--- config.mk ---
export PLATFORM = sky130hd
export DESIGN_NAME = mod_counter
export DESIGN_NICKNAME = d
export VERILOG_FILES = /design/src/rtl/counter_pkg.sv /design/src/rtl/tick_gen.sv /design/src/rtl/mod_counter.sv
export SDC_FILE = /design/constraint.sdc
export NUM_CORES = 1
export LEC_CHECK = 0
export ABC_CLOCK_PERIOD_IN_PS = 5650
export CORE_UTILIZATION = 45
export CTS_CLUSTER_DIAMETER = 100
export CTS_CLUSTER_SIZE = 10
export DETAILED_ROUTE_END_ITERATION = 6
export GPL_TIMING_DRIVEN = 1
export PLACE_DENSITY_LB_ADDON = 0.05
export SLEW_MARGIN = 5
export SYNTH_ARGS = -nofsm -noshare
export SYNTH_HDL_FRONTEND = slang
export SYNTH_SLANG_ARGS = --single-unit
--- constraint.sdc ---
create_clock -name clk -period 5.65 [get_ports clk]
set_input_delay 1.4125 -clock clk [delete_from_list [all_inputs] [get_ports clk]]
set_output_delay 1.4125 -clock clk [all_outputs]
set_load 0.05 [all_outputs]
--- src/rtl/counter_pkg.sv ---
// Shared definitions for the modulo counter block: default sizes and the
// encodings of the direction and boundary-mode control inputs.
package counter_pkg;

  localparam int DEFAULT_WIDTH      = 8;
  localparam int DEFAULT_PRESCALE_W = 8;

  typedef enum logic {
    DIR_DOWN = 1'b0,
    DIR_UP   = 1'b1
  } dir_e;

  typedef enum logic {
    MODE_WRAP = 1'b0,
    MODE_SAT  = 1'b1
  } mode_e;

endpackage

--- src/rtl/tick_gen.sv ---
// Clock-enable prescaler: emits a one-cycle tick every prescale+1 enabled
// cycles. A restart forces the phase back to zero without ticking.
module tick_gen
  import counter_pkg::*;
#(
  parameter int PRESCALE_W = DEFAULT_PRESCALE_W
) (
  input  logic                  clk,
  input  logic                  rst_n,
  input  logic                  en,
  input  logic                  restart,
  input  logic [PRESCALE_W-1:0] prescale,
  output logic                  tick
);

  logic [PRESCALE_W-1:0] pre_cnt_q;
  logic [PRESCALE_W-1:0] pre_cnt_d;
  logic                  tick_d;

  // An oversized pre_cnt simply keeps counting and wraps before matching again.
  always_comb begin
    pre_cnt_d = pre_cnt_q;
    tick_d    = 1'b0;
    if (restart) begin
      pre_cnt_d = '0;
    end else if (en) begin
      if (pre_cnt_q == prescale) begin
        pre_cnt_d = '0;
        tick_d    = 1'b1;
      end else begin
        pre_cnt_d = pre_cnt_q + PRESCALE_W'(1);
      end
    end
  end

  always_ff @(posedge clk or negedge rst_n) begin
    if (!rst_n) begin
      pre_cnt_q <= '0;
    end else begin
      pre_cnt_q <= pre_cnt_d;
    end
  end

  assign tick = tick_d;

endmodule

--- src/rtl/mod_counter.sv ---
// Programmable modulo up/down counter with wrap/saturate boundaries, parallel
// load, prescaled stepping, compare match, terminal-count pulse and sticky flag.
module mod_counter
  import counter_pkg::*;
#(
  parameter int WIDTH      = DEFAULT_WIDTH,
  parameter int PRESCALE_W = DEFAULT_PRESCALE_W
) (
  input  logic                  clk,
  input  logic                  rst_n,
  input  logic                  en,
  input  logic                  clr,
  input  logic                  load,
  input  logic [WIDTH-1:0]      load_val,
  input  logic                  dir,
  input  logic                  sat,
  input  logic [WIDTH-1:0]      modulo,
  input  logic [PRESCALE_W-1:0] prescale,
  input  logic [WIDTH-1:0]      cmp_val,
  output logic [WIDTH-1:0]      count,
  output logic                  tc,
  output logic                  cmp_match,
  output logic                  ovf_sticky
);

  logic [WIDTH-1:0] count_q;
  logic [WIDTH-1:0] count_d;
  logic             tc_q;
  logic             tc_d;
  logic             ovf_q;
  logic             ovf_d;
  logic             cmp_q;
  logic             cmp_d;
  logic             tick;
  logic             at_bound;
  dir_e             dir_s;
  mode_e            mode_s;

  assign dir_s  = dir_e'(dir);
  assign mode_s = mode_e'(sat);

  tick_gen #(
    .PRESCALE_W (PRESCALE_W)
  ) u_tick_gen (
    .clk      (clk),
    .rst_n    (rst_n),
    .en       (en),
    .restart  (clr | load),
    .prescale (prescale),
    .tick     (tick)
  );

  // Boundary is decided before any arithmetic, so +1/-1 never leaves WIDTH bits.
  // An up count above modulo counts as at the boundary and collapses on its step.
  always_comb begin
    at_bound = 1'b0;
    if (dir_s == DIR_UP) begin
      at_bound = (count_q >= modulo);
    end else begin
      at_bound = (count_q == '0);
    end
  end

  always_comb begin
    count_d = count_q;
    tc_d    = 1'b0;
    ovf_d   = ovf_q;
    if (clr) begin
      count_d = '0;
      ovf_d   = 1'b0;
    end else if (load) begin
      count_d = load_val;
    end else if (tick) begin
      if (at_bound) begin
        tc_d  = 1'b1;
        ovf_d = 1'b1;
        if (dir_s == DIR_UP) begin
          count_d = (mode_s == MODE_SAT) ? modulo : '0;
        end else begin
          count_d = (mode_s == MODE_SAT) ? '0 : modulo;
        end
      end else if (dir_s == DIR_UP) begin
        count_d = count_q + WIDTH'(1);
      end else begin
        count_d = count_q - WIDTH'(1);
      end
    end
  end

  // Compare is taken from the next count so the flag lines up with count itself.
  assign cmp_d = (count_d == cmp_val);

  always_ff @(posedge clk or negedge rst_n) begin
    if (!rst_n) begin
      count_q <= '0;
      tc_q    <= 1'b0;
      ovf_q   <= 1'b0;
      cmp_q   <= 1'b0;
    end else begin
      count_q <= count_d;
      tc_q    <= tc_d;
      ovf_q   <= ovf_d;
      cmp_q   <= cmp_d;
    end
  end

  assign count      = count_q;
  assign tc         = tc_q;
  assign cmp_match  = cmp_q;
  assign ovf_sticky = ovf_q;

endmodule

==> results of run 1 <==
==> through the flow <==
| stage | util | cell area (um^2) | power (mW) | hold WS (ns) | worst slack [ns] |
|---|---|---|---|---|---|
| 2_1_floorplan | - | 1949 | 0.2428 | 0.5473 | 2.101 |
| 6_report | 0.6185 | 2527 | 0.4030 | 0.4853 | 1.443 |
| 5_1_grt | 0.6185 | 2527 | 0.4333 | 0.5017 | 1.086 |
| 3_5_place_dp | 0.6075 | 2482 | 0.3071 | 0.4726 | 1.188 |
| 3_3_place_gp | 0.6075 | 2482 | 0.3065 | 0.4747 | 1.111 |
| 4_1_cts | 0.6185 | 2527 | 0.4064 | 0.4942 | 1.460 |
==> area by class of cell <==
cell class / instances / share of cell area
Multi-Input combinational cell: 208 / 0.5470
Timing Repair Buffer: 51 / 0.2000
Sequential cell: 19 / 0.1881
Tap cell: 50 / 0.02475
Inverter: 15 / 0.02228
Clock buffer: 4 / 0.01782
==> flip-flops by register name, indices dropped and copies added, names as in the netlist <==
register and flops:
count 8, cmp_match 1, ovf_sticky 1, u_tick_gen.pre_cnt_q 8, tc 1
==> where the power goes <==
group          switching, mW  total (mW)  internal, mW
sequential           0.00961       0.150         0.140
clock                 0.0472      0.0974        0.0502
combinational         0.0861       0.156        0.0699
==> worst max-delay path, cell delays in order <==
cell and delay, ns:
clkdlybuf4s50_1 0.67, inv_1 0.22, ha_1 0.33, a211oi_1 0.45
o21ai_0 0.18, a31oi_1 0.23, xnor2_1 0.14, o21ai_0 0.20
o311ai_0 0.43, nor3_2 0.08
==> cell families after synthesis <==
group / share of synthesized area
simple gates: 0.2657
compound gates: 0.2317
buf+inv: 0.04685
xor+xnor: 0.08986
flops: 0.2439
fa+ha+maj: 0.1065
mux: 0.01540
==> path summary, 6_finish.rpt <==
path                       slack, ns         end        from
setup / recovery                1.44   cmp_match         dir
hold / removal                  0.49  ovf_sticky  ovf_sticky
setup reg to reg                2.74   cmp_match    count[2]
hold reg to reg                 0.49  ovf_sticky  ovf_sticky
max in group asynchronous       3.40  ovf_sticky       rst_n
min in group asynchronous       1.67    count[6]       rst_n
==> layout by cell type (no fill, tap or decap), types with 4 or more instances in the layout <==
cell and n:
nand4_1 7, nand2_1 22, dfrtp_1 19, a21oi_1 12, o21ai_0 15, xnor2_1 13, nor2_1 30, ha_1 15
nor4_1 5, a32oi_1 4, clkdlybuf4s50_1 49, nor3_1 12, inv_1 15, a311o_1 4, nand3_1 9, xor2_1 7
nand2b_1 5
==> per-layer routing <==
layer,share of wire,GRT usage
met5,0,0
met4,0.010,0.06771
met3,0.076,0.05000
met2,0.42,0.3762
met1,0.49,0.4004
==> results list, run 1 <==
- STA classifies the critical path endpoint as a register.
* Number of distinct standard cells referenced by the synthesized netlist: just under 50
- The final layout contains between 300 and 400 nets.
* Peak VDD IR: around 0.00011 V
- In the final layout, the share of cells above drive strength 1 is 0.03367.
- Commonest cells post-synth: nor2_1 (30), nand2_1 (22), dfrtp_1 (19)
- Synthesized netlist cell count: 249
* Slew @ Worst Pin: between 0.9 and 1 ns
* Clock-pin slew reported for the worst setup and hold paths after clock tree synthesis: approximately 0.07 ns
* Required arrival time at the worst endpoint: approximately 5.8 ns
* Setup Skew: a little over 0.004 ns
- Leakage: about 1.0 nW
- Mean area per synthesized cell: about 7.8 um^2
- The initial antenna violation count is 0.
* Ys flop type: dfrtp_1
- In this run the power density over the cells is 159.5 mW/mm^2.
* Placed wire-length estimate after detailed placement: 4393 um
- For this run the aggregate overflow at the end of global routing stands at 0.
* Final cell count without fillers: around 350
* Worst Hold Depth: 1
- Effective utilization at floorplan: 0.4770
* Placed insts: 343
- For this run, the number of Yosys warnings is 0.
- Data arrives at the worst endpoint at 4.34 ns.
- Post-CTS timing repair inserted 0 buffers for setup.
- Number of flops mapped to enable cells by yosys: 0
* Maximum number of pins on one net before global-route repair: 20
* Startpoint kind of the worst setup timing path: primary input
- Of the synthesized area, sequential elements account for 0.2439.
- Routability-driven placement finished with a final weighted congestion of roughly 0.93.
- Diodes inserted: 0
* Average wire length per cell after detail routing: 16.28 um
* Core area: around 0.004 mm^2
* X dimension of the die: 67.82 um
- Counting the fill cells in the layout gives 399.
* Final setup violating endpoints: 0
- Tot GR Track Use: 0.2638
- The worst path in the final design needs a cycle of about 4.2 ns, including I/O delays and setup.
* Unrepaired setup endpoints after global routing: no
* Crit-path max FO: 7
- Area of the mapped netlist: 0.001949 mm^2
- Upper clock frequency limit: 237.7 MHz
- Final hold violation count: 0
* CTS tree: done
* Relative slew slack: 0.3714
- The synthesized design contains 19 register bits.
- Clock insertion delay at the later pin of the skew report: 0.26 ns
- Worst reg-to-reg path cell count: 8
- Top post-synthesis cells by area: dfrtp_1 (24%), ha_1 (9.6%), xnor2_1 (5.8%)
- The first global-routing pass estimated 8769 um of wire.
- Total number of clock tree sinks: 19
- Buffer levels on the longest clock path: 2
* Post-Synthesis Net Count: approximately 300
* I/O pin total: 50
* Number of cells upsized or downsized after cts: 0
* Area occupied by multi-input gates: between 0.001 and 0.0015 mm^2
- Worst min-delay path class: register to register
* Post-synth top area share: 0.2439
* DRC violations left: 0
- The routed design has 5649 um of wire.
- In the routed layout, each cell is associated on average with a via count of 5.853.
* Most common cell in the synthesized netlist: nor2_1
- The first detailed-routing pass took 5 iterations.
- Standard-cell rows: 23
* Initial DRC count: 130
* Routed Antenna Nets: 0
- CTS built an H-tree with a depth of 1.
- In this run the clock root is driven by a clkbuf_8.
- The worst setup path is of the primary input to register kind.
- Hold bufs inserted after CTS: 0
- In the finished design, the share of the clock period the worst path needs comes to 0.7446.
- Largest area contributor in the synthesized netlist: dfrtp_1
- # port buffers: about 50
* Vias: 2031
* Setup TNS Final: 0 ns
- The flow ran to the end, and the final reports show no timing, DRC or antenna violations.
* Via count of the first global-routing pass: ~1800
* Area Overhead vs Synth: 29.65%
- The floorplan step defined a die boundary enclosing about 0.0046 mm^2.
- Clock buffers created by TritonCTS: 3
- FF+latch area: about 480 um^2
- Reported max-cap violation count: 0
- The final count of pins violating max slew is 0.
- Ys async rst share: 1.000
- The floorplan step set the die height to about 68 um.
No activity file was read; power rests on OpenSTA's default activity.
==> run 2: changes to the inputs <==
--- a/config.mk
+++ b/config.mk
@@ -5,7 +5,7 @@
 export SDC_FILE = /design/constraint.sdc
 export NUM_CORES = 1
 export LEC_CHECK = 0
-export ABC_CLOCK_PERIOD_IN_PS = 5650
+export ABC_CLOCK_PERIOD_IN_PS = 3500
 export CORE_UTILIZATION = 45
 export CTS_CLUSTER_DIAMETER = 100
 export CTS_CLUSTER_SIZE = 10
==> constraint.sdc (replaced) <==
create_clock -name clk -period 3.5 [get_ports clk]
set_input_delay 0.875 -clock clk [delete_from_list [all_inputs] [get_ports clk]]
set_output_delay 0.875 -clock clk [all_outputs]
set_load 0.05 [all_outputs]
==> run 2 against run 1 <==
Power rose by 68%. Die area unchanged. Sequential power rose by 60%. Highest routed layer unchanged. Clock power grew 59%.
==> results list, run 2 (synthesis gave the netlist of run 1 again) <==
* Run status: finished clean
- Vias: 2136 (+5.2%)
- The final count of negative-setup-slack endpoints came to 0 (unchanged).
- The total power divided by cell area is 250.1 mW/mm^2 (+57%).
* Router iterations before antenna repair: 5 (unchanged)
- The via density per instance is 5.773 (-1.4%).
- Number of fillers in the final layout: 384 (-3.8%)
- Upper clock frequency limit: 303.6 MHz
- STA classifies the critical path endpoint as a register.
* Min Hold Slack: 0.4912 ns (+0.005850 ns)
- Clk root buf: clkbuf_8
- Total number of H-tree levels: 1 (unchanged)
- Crit-path max FO: 2 (-5)
* Share of layout cells above drive strength 1: 0.1094 (+0.07570)
- Standard-cell rows: 23 (unchanged)
- X dimension of the die: 67.82 um (unchanged)
- The half-perimeter wire length after detailed placement came to 4770 um (+8.6%).
- Leaving out fill and tap cells, the most frequent cell in the layout is clkdlybuf4s50_1.
* First-pass GRT wire length: 9515 um (+8.5%)
- Final hold violation count: 0 (unchanged)
- Period minus WS final: between 3 and 4 ns
- The max-capacitance violation count was 0 (unchanged).
- The via count of the first global-routing pass is 1942 (+8.5%).
* Endpoint of the worst-slack reg-to-reg timing path: cmp_match
- Initial DRC count: 204 (+57%)
- Leakage: 1.155 nW (+11%)
- The number of sinks on the clock net was 19 (unchanged).
- The height of the die is 67.82 um (unchanged).
- Tot GR Track Use: 0.2823 (+0.01854)
- Clock-pin slew reported for the worst setup and hold paths after clock tree synthesis: 0.08 ns (about the same)
* Worst reg-to-reg path cell count: 10 (+2)
- Number of nets in the layout: 376 (+6.5%)
- The sum of overflow across all layers after global routing is 0 (unchanged).
- From synthesis to final layout, the design area changed by 38.90%.
- The count of input and output buffers came to 49 (unchanged).
- The die outline area came to 0.004599 mm^2 (unchanged).
* DRC violations left: 0 (unchanged)
* CTS tree: done
* Setup Skew: 0.007470 ns (+0.003326 ns)
* Minimum setup slack after placement: -0.1038 ns (-1.292 ns)
- For hold timing, the worst endpoint is ovf_sticky.
- I/O pin total: 50 (unchanged)
- Maximum number of pins on one net before global-route repair: 20 (unchanged)
* Buffer levels on the longest clock path: 2 (unchanged)
- PnR Total Power: 0.6772 mW (+68%)
* Routed Antenna Nets: 0 (unchanged)
- The initial antenna violation count came to 0 (unchanged).
* Type of the setup path with the least slack: primary input to register
* Startpoint kind of the worst setup timing path: primary input
- Final cycle utilization of the critical path: 0.9411
- Effective utilization at floorplan: 0.4770 (unchanged)
- The TritonCTS buffer count is 3 (unchanged).
* Number of cells upsized or downsized after cts: 0 (unchanged)
* Launch point of the worst hold path: ovf_sticky
* Core area: 0.004086 mm^2 (unchanged)
* Required arrival time at the worst endpoint: 3.69 ns (-2.10 ns)
- Weighted congestion at the end of routability-driven global placement: 0.9571 (+3.5%)
- Diodes inserted: 0 (unchanged)
* Worst min-delay path class: register to register
- The final count of pins violating max slew came to 0 (unchanged).
- Arrival time reported for the critical path endpoint: 3.48 ns (-0.86 ns)
- Slack of the worst reg-to-reg path: 0.83 ns (-1.91 ns)
- Setup repair after global routing left no endpoint under its margin.
- The insertion delay to the later sink of the worst-skew pair came to 0.26 ns (about the same).
* Final wirelength: 5938 um (+5.1%)
- The maximum resistive drop on vdd was 0.0001659 V (+56%).
* Hold bufs inserted after CTS: 0 (unchanged)
- The worst hold path stage count was 1 (unchanged).
- Relative slew slack: 0.4000 (+0.02859)
- Most frequent cells in the layout: clkdlybuf4s50_1 (49), nor2_1 (30), buf_4 (25), nand2_1 (22), dfrtp_1 (19)
- Launch point of the worst reg-to-reg path: count[0]
- The transition at the pin with the smallest max-transition slack was 0.8972 ns (-0.04275 ns).
- The number of post-CTS setup repair buffers is 0 (unchanged).
* Average wire length per cell after detail routing: 16.05 um (-1.4%)
- Worst setup slack after layout: 0.2061 ns (-1.237 ns)
-- run 2: cell count changes in the layout (fill, tap and decap cells not counted), sizes merged --
cell and delta:
buf +23, clkinv +1, clkbuf -1
-- run 2: final cells by class --
cell class / count / area, um^2 / area share
well taps: 50 / 62.56 / 0.02311
clock inverters: 1 / 5.005 / 0.001848
clock buffers: 3 / 41.29 / 0.01525
flip-flops and latches: 19 / 475.5 / 0.1756
inverters: 15 / 56.30 / 0.02079
multi-input cells: 208 / 1389 / 0.5129
repair buffers: 74 / 678.2 / 0.2505
-- run 2: worst max-delay path: stages --
cell,delay (ns)
clkdlybuf4s50_1,0.48
inv_1,0.05
ha_1,0.30
a211oi_1,0.22
o21ai_1,0.13
a211o_1,0.34
a211o_1,0.32
a311o_1,0.30
o311ai_0,0.11
o311ai_1,0.18
nor3_2,0.17
-- run 2: metrics by stage --
stage	instances	util	area (um^2)	TNS [ns]
6_report	370	0.6626	2708	0
3_5_place_dp	366	0.6497	2655	-0.1038
5_1_grt	370	0.6626	2708	0
4_1_cts	370	0.6611	2701	0
2_1_floorplan	249	-	1949	0
3_3_place_gp	366	0.6497	2655	-0.03952
-- run 2: how the worst max path moves through the flow --
stage | slack (ns) | cells after the start | end | start
final | 0.21 | 11 | cmp_match | modulo[2]
after floorplan | 0.49 | 9 | cmp_match | modulo[2]
after detailed placement | -0.10 | 11 | cmp_match | modulo[2]
after CTS | 0.17 | 11 | cmp_match | modulo[2]
after global placement | -0.04 | 11 | cmp_match | modulo[2]
after global routing | 0.01 | 12 | cmp_match | modulo[2]
-- run 2: power breakdown --
group / switching (mW) / internal (mW) / leakage, nW
logic: 0.147 / 0.134 / 0.870
registers: 0.0144 / 0.226 / 0.259
clock network: 0.0760 / 0.0793 / 0.0255
total: 0.238 / 0.440 / 1.15
-- run 2: layer usage --
metal / vias up / routed length, um / track usage
met5: - / 0 / 0
li1: 1060 / - / -
met4: 0 / 50 / 0.04167
met1: 997 / 2949 / 0.4110
met2: 73 / 2545 / 0.4443
met3: 6 / 394 / 0.04500
